===== config.mk =====
export PLATFORM = sky130hd
export DESIGN_NAME = q_averager_flat
export DESIGN_NICKNAME = d
export VERILOG_FILES = /design/src/rtl/q_pkg.sv /design/src/rtl/q_averager_if.sv /design/src/rtl/q_averager_rise_detect.sv /design/src/rtl/q_averager.sv /design/src/flat_wrapper.sv
export SDC_FILE = /design/constraint.sdc
export NUM_CORES = 1
export LEC_CHECK = 0
export CORE_MARGIN = 3
export CORE_UTILIZATION = 60
export CTS_CLUSTER_DIAMETER = 30
export DETAILED_ROUTE_END_ITERATION = 12
export PLACE_DENSITY = 0.85
export SLEW_MARGIN = 20
export SYNTH_ARGS = -nofsm -noshare
export SYNTH_HDL_FRONTEND = slang
export SYNTH_SLANG_ARGS = --single-unit

===== constraint.sdc =====
create_clock -name clk -period 3.36 [get_ports clk]
set_input_delay 0.504 -clock clk [delete_from_list [all_inputs] [get_ports clk]]
set_output_delay 0.504 -clock clk [all_outputs]
set_load 0.02 [all_outputs]

===== src/rtl/q_pkg.sv =====
// Shared definitions for the charge-measurement chain.
// Holds the averager FSM state type and the default bus width and window size.
// The upstream measurement stage uses the same defaults.
package q_pkg;

  typedef enum logic [1:0] {
    IDLE  = 2'd0,
    ACCUM = 2'd1,
    HOLD  = 2'd2
  } q_state_e;

  localparam int unsigned Q_BUS_WIDTH    = 10;
  localparam int unsigned Q_LOG2_SAMPLES = 2;

endpackage


===== src/rtl/q_averager_if.sv =====
// Measurement / result bus between the charge-measurement stage, the averager
// and the result consumer.
//   meas_ready, q_measured : upstream measurement flag and value
//   avg_ack                : consumer acknowledge of the averaged result
//   avg_valid, avg_q       : averaged result and its valid flag
//   q_min, q_max           : window minimum / maximum
//   overrun                : sticky dropped-measurement flag
// master = environment side, slave = averager side.
interface q_averager_if #(
  parameter int unsigned BUS_WIDTH = q_pkg::Q_BUS_WIDTH
);
  logic                 meas_ready;
  logic [BUS_WIDTH-1:0] q_measured;
  logic                 avg_ack;
  logic                 avg_valid;
  logic [BUS_WIDTH-1:0] avg_q;
  logic [BUS_WIDTH-1:0] q_min;
  logic [BUS_WIDTH-1:0] q_max;
  logic                 overrun;

  modport master (
    output meas_ready, q_measured, avg_ack,
    input  avg_valid, avg_q, q_min, q_max, overrun
  );

  modport slave (
    input  meas_ready, q_measured, avg_ack,
    output avg_valid, avg_q, q_min, q_max, overrun
  );
endinterface


===== src/rtl/q_averager_rise_detect.sv =====
// Rising-edge detector.
//   clk, rst : clock, synchronous active-high reset
//   in       : level input
//   pulse    : high for the cycle where in=1 and the previous cycle had in=0
module rise_detect (
  input  logic clk,
  input  logic rst,
  input  logic in,
  output logic pulse
);
  logic in_q;
  logic in_d;

  always_comb begin
    in_d  = in;
    pulse = in & ~in_q;
  end

  always_ff @(posedge clk) begin
    if (rst) in_q <= 1'b0;
    else     in_q <= in_d;
  end
endmodule


===== src/rtl/q_averager.sv =====
// Windowed averager for charge measurements.
// Accumulates 2**LOG2_SAMPLES captures (rising edges of meas_ready), then
// presents the truncated average plus window min/max until acknowledged.
//   clk, rst : clock, synchronous active-high reset (highest priority)
//   start    : enable; low clears everything on the next cycle
//   bus      : measurement input, result output and handshake (slave side)
module q_averager
  import q_pkg::*;
#(
  parameter int unsigned BUS_WIDTH    = Q_BUS_WIDTH,
  parameter int unsigned LOG2_SAMPLES = Q_LOG2_SAMPLES
) (
  input  logic         clk,
  input  logic         rst,
  input  logic         start,
  q_averager_if.slave  bus
);
  localparam int unsigned SUM_W = BUS_WIDTH + LOG2_SAMPLES;
  localparam int unsigned CNT_W = LOG2_SAMPLES + 1;
  localparam logic [CNT_W-1:0] N_SAMPLES = CNT_W'(1) << LOG2_SAMPLES;

  q_state_e             state_q, state_d;
  logic [SUM_W-1:0]     sum_q, sum_d, sum_nxt;
  logic [CNT_W-1:0]     cnt_q, cnt_d, cnt_nxt;
  logic [BUS_WIDTH-1:0] min_q, min_d, min_nxt;
  logic [BUS_WIDTH-1:0] max_q, max_d, max_nxt;
  logic                 avg_valid_q, avg_valid_d;
  logic [BUS_WIDTH-1:0] avg_q_q, avg_q_d;
  logic [BUS_WIDTH-1:0] q_min_q, q_min_d;
  logic [BUS_WIDTH-1:0] q_max_q, q_max_d;
  logic                 overrun_q, overrun_d;
  logic                 cap;
  logic                 accept;

  rise_detect u_rise (
    .clk   (clk),
    .rst   (rst),
    .in    (bus.meas_ready),
    .pulse (cap)
  );

  always_comb begin
    state_d     = state_q;
    sum_d       = sum_q;
    cnt_d       = cnt_q;
    min_d       = min_q;
    max_d       = max_q;
    avg_valid_d = avg_valid_q;
    avg_q_d     = avg_q_q;
    q_min_d     = q_min_q;
    q_max_d     = q_max_q;
    overrun_d   = overrun_q;
    accept      = 1'b0;

    sum_nxt = sum_q + SUM_W'(bus.q_measured);
    cnt_nxt = cnt_q + CNT_W'(1);
    min_nxt = (bus.q_measured < min_q) ? bus.q_measured : min_q;
    max_nxt = (bus.q_measured > max_q) ? bus.q_measured : max_q;

    unique case (state_q)
      IDLE: begin
        sum_d = '0;
        cnt_d = '0;
        min_d = '1;
        max_d = '0;
        if (start) state_d = ACCUM;
      end
      ACCUM: accept = cap;
      HOLD: begin
        if (bus.avg_ack) begin
          avg_valid_d = 1'b0;
          state_d     = ACCUM;
          // Trackers were cleared on entry to HOLD, so a coincident capture
          // starts the next window directly.
          accept      = cap;
        end else if (cap) begin
          overrun_d = 1'b1;
        end
      end
      default: state_d = IDLE;
    endcase

    if (accept) begin
      if (cnt_nxt == N_SAMPLES) begin
        avg_q_d     = BUS_WIDTH'(sum_nxt >> LOG2_SAMPLES);
        q_min_d     = min_nxt;
        q_max_d     = max_nxt;
        avg_valid_d = 1'b1;
        state_d     = HOLD;
        sum_d       = '0;
        cnt_d       = '0;
        min_d       = '1;
        max_d       = '0;
      end else begin
        sum_d = sum_nxt;
        cnt_d = cnt_nxt;
        min_d = min_nxt;
        max_d = max_nxt;
      end
    end

    if (!start) begin
      state_d     = IDLE;
      sum_d       = '0;
      cnt_d       = '0;
      min_d       = '1;
      max_d       = '0;
      avg_valid_d = 1'b0;
      avg_q_d     = '0;
      q_min_d     = '0;
      q_max_d     = '0;
      overrun_d   = 1'b0;
    end
  end

  always_ff @(posedge clk) begin
    if (rst) begin
      state_q     <= IDLE;
      sum_q       <= '0;
      cnt_q       <= '0;
      min_q       <= '1;
      max_q       <= '0;
      avg_valid_q <= 1'b0;
      avg_q_q     <= '0;
      q_min_q     <= '0;
      q_max_q     <= '0;
      overrun_q   <= 1'b0;
    end else begin
      state_q     <= state_d;
      sum_q       <= sum_d;
      cnt_q       <= cnt_d;
      min_q       <= min_d;
      max_q       <= max_d;
      avg_valid_q <= avg_valid_d;
      avg_q_q     <= avg_q_d;
      q_min_q     <= q_min_d;
      q_max_q     <= q_max_d;
      overrun_q   <= overrun_d;
    end
  end

  assign bus.avg_valid = avg_valid_q;
  assign bus.avg_q     = avg_q_q;
  assign bus.q_min     = q_min_q;
  assign bus.q_max     = q_max_q;
  assign bus.overrun   = overrun_q;
endmodule


===== src/flat_wrapper.sv =====
// flat-port wrapper written by rule: the top's interface ports become plain ports
module q_averager_flat import q_pkg::*;
#(
  parameter int unsigned BUS_WIDTH    = Q_BUS_WIDTH,
  parameter int unsigned LOG2_SAMPLES = Q_LOG2_SAMPLES
)
  (clk, rst, start, bus_meas_ready, bus_q_measured, bus_avg_ack, bus_avg_valid, bus_avg_q, bus_q_min, bus_q_max, bus_overrun);
  q_averager_if #(.BUS_WIDTH(BUS_WIDTH)) bus_i ();
  input  logic clk;
  input  logic rst;
  input  logic start;
  input wire logic [$bits(bus_i.meas_ready)-1:0] bus_meas_ready;
  input wire logic [$bits(bus_i.q_measured)-1:0] bus_q_measured;
  input wire logic [$bits(bus_i.avg_ack)-1:0] bus_avg_ack;
  output wire logic [$bits(bus_i.avg_valid)-1:0] bus_avg_valid;
  output wire logic [$bits(bus_i.avg_q)-1:0] bus_avg_q;
  output wire logic [$bits(bus_i.q_min)-1:0] bus_q_min;
  output wire logic [$bits(bus_i.q_max)-1:0] bus_q_max;
  output wire logic [$bits(bus_i.overrun)-1:0] bus_overrun;
  assign bus_i.meas_ready = bus_meas_ready;
  assign bus_i.q_measured = bus_q_measured;
  assign bus_i.avg_ack = bus_avg_ack;
  assign bus_avg_valid = bus_i.avg_valid;
  assign bus_avg_q = bus_i.avg_q;
  assign bus_q_min = bus_i.q_min;
  assign bus_q_max = bus_i.q_max;
  assign bus_overrun = bus_i.overrun;
  q_averager #(.BUS_WIDTH(BUS_WIDTH), .LOG2_SAMPLES(LOG2_SAMPLES)) u_core (.clk(clk), .rst(rst), .start(start), .bus(bus_i));
endmodule

==> metrics <==
core box area=6422 um2; Clk pin slew, worst setup/hold paths=0.08 ns; ant diodes=0; Detailed Route WL=around 11000 um; Synthesis Warnings=0; met1 WL=4834 um; leading area contributor after synthesis=dfxtp_1; met3 wire length=800 um; Synth Register Bits=70; fmax=about 0.35 GHz; XOR/XNOR Fraction of Synth Area=0.01304; Rel. slew slack=0.5858; layout cells sized above 1=0.07544; starting density of the core=0.6273; Final WS setup=a little over 0.5 ns; filler-free cell count of the finished design=594; # IOs=47; largest family of logic cells by synthesized area=compound AO/OA/AOI/OAI gates; Reg2Reg Setup Slack=0.94 ns; Vias=3990; post_cts resized=0; number of max-cap violations=0; largest net degree at the start of global routing=56; Die X-Extent=87.95 um; post-synth top area share=0.3478; post-synthesis mux area share=0; Die Area=~7700 um2; DP HPWL=7503 um; simple-gate share of the synthesized area=0.1658; unrepaired setup endpoints after global routing=no; worst r2r path cells=7; GRT Util Overall=0.2977; vias in the first global route=3738; TritonCTS Sinks=70; crit start category=primary input; Clock Skews=0.006023 ns; Slew @ Worst Pin=0.6056 ns; Final ANT Viol Nets=0; Synth Area in Compound Gates=0.2981; initial antenna violation count=0; slowest stage delay, CP=0.61 ns; first-pass GRT wire length=17950 um; Port Buffers=46; Post-synth EDFFs=0; Worst path slowest cell=clkdlybuf4s50_1; WL/cell=18.32 um; Synth area leaders=dfxtp_1 35%, ha_1 11%, a21oi_1 4.2%; TritonCTS Buffers=9; Synth Flop Type=dfxtp_1; minimum clock period=2.841 ns; DR iter-0 viols=351; nets=564; H-tree levels=3; Seq/Total Area, Yosys=0.3478; Max clock buf depth=2; Pwr Density=358.7 nW/um2; Cell Area, Synth=4029 um2; Remaining DRCs=0; Tcrit/Tclk final=0.8457; most frequent cell after synthesis=dfxtp_1; Final Max Tran Viols=0; Placer Congestion=0.9376; Final Hold Viols=0; Syn Nets=523; Worst Path Required=3.60 ns; root buf cell=clkbuf_8; Cell variety after synth=50; setup_tns=0 ns; routed wl met2=4999 um; grt total ovfl=0; cts hold-fix bufs=0; placed cells=578; final setup vio count=0; HP Class=flop to flop; Leakage=0.001813 uW; crit-path cells=clkdlybuf4s50_1 -> ha_1 -> nor4_1 -> o21ai_1 -> a31o_1 -> a2111o_1 -> o22a_1; synth cell count leaders=70 x dfxtp_1, 36 x ha_1, 34 x a21oi_1; syn avg cell area=8.554 um2; ys async rst share=0; Area Overhead vs Synth=19.47%; Pwr Total=1727 uW; crit path capture type=flop; Top Metal Used=met4; peak supply drop=0.3080 mV; clk_lat worst skew=0.34 ns; critical path class=primary input to flop; pre-CTS setup slack=0.2114 ns; Min-Delay Path Depth=2; vias per cell=~6.7; WP data arrival=between 3 and 4 ns; Post-Syn Instances=about 470; largest fanout on the critical path=12; Pre-Repair DR Iteration Count=7; outcome=complete, no violations; adder-cell share of the synthesized area=0.1168; CTS tree=done; Cell Rows=29; setup repair bufs after CTS=0; die span in y=between 80 and 90 um
==> metrics by stage <==
step,cell area [um2],hold WS (ns),util
floorplan,4029,0.4356,-
global placement,4599,0.4440,0.7162
detailed placement,4599,0.4494,0.7162
CTS,4813,0.4601,0.7495
global route,4813,0.4794,0.7495
finish,4813,0.4575,0.7495
==> worst paths after layout <==
check,start,end
setup / recovery,bus_q_measured[1],u_core.min_q[8]
hold / removal,u_core.bus.avg_q[3],u_core.bus.avg_q[3]
setup reg to reg,u_core.min_q[2],u_core.min_q[8]
hold reg to reg,u_core.bus.avg_q[3],u_core.bus.avg_q[3]
==> power breakdown <==
part	switching [uW]	internal, uW	total (uW)
clock network	329	417	745
registers	2.04	831	833
logic	94.4	54.0	148
total	425	1300	1730
==> placed cells by master, fill, tap and decap left out, types with 9 or more instances in the layout <==
master	instances
nand3_1	11
clkdlybuf4s50_1	46
nor4_1	11
inv_1	26
buf_4	16
ha_1	36
a21oi_1	34
a32oi_1	11
o22a_1	10
nor2_1	22
nor3_1	28
o21ai_0	19
a311oi_1	10
o211ai_1	14
clkbuf_8	9
a211oi_1	12
dfxtp_1	70
nand2_1	28
o21ai_1	14
a2111oi_0	11
==> metal layers <==
metal,vias up,global-route usage
met5,-,0
met1,1912,0.4061
li1,1899,-
met4,0,0.1213
met2,155,0.4719
met3,24,0.04421
==> layout make-up <==
type                    count  area, um2
flip-flops and latches     70       1401
multi-input cells         342       2404
inverters                  26      97.59
well taps                  77      96.34
repair buffers             63      600.6
fillers                   477       1609
clock inverters             6      86.33
clock buffers              10      127.6
==> registers in the layout, indices dropped and copies added, names as in the netlist <==
register and flops:
u_core.bus.avg_q 10, u_core.state_q 2, u_core.max_q 10, u_core.bus.overrun 1, u_core.cnt_q 3, u_core.bus.q_min 10, u_core.u_rise.in_q 1, u_core.bus.q_max 10
u_core.bus.avg_valid 1, u_core.min_q 10, u_core.sum_q 12
==> cell families after synthesis <==
family,count (synthesis)
flops,70
compound gates,167
xor+xnor,6
buf+inv,59
fa+ha+maj,37
simple gates,132
==> critical path: cells and delay by family <==
kind,cells,cell delay [ns]
AOI/OAI and AO/OA,4,1.37
buffers and inverters,1,0.61
adders and majority gates,1,0.31
and+or+nand+nor,1,0.28
No activity file was read; power rests on OpenSTA's default activity.
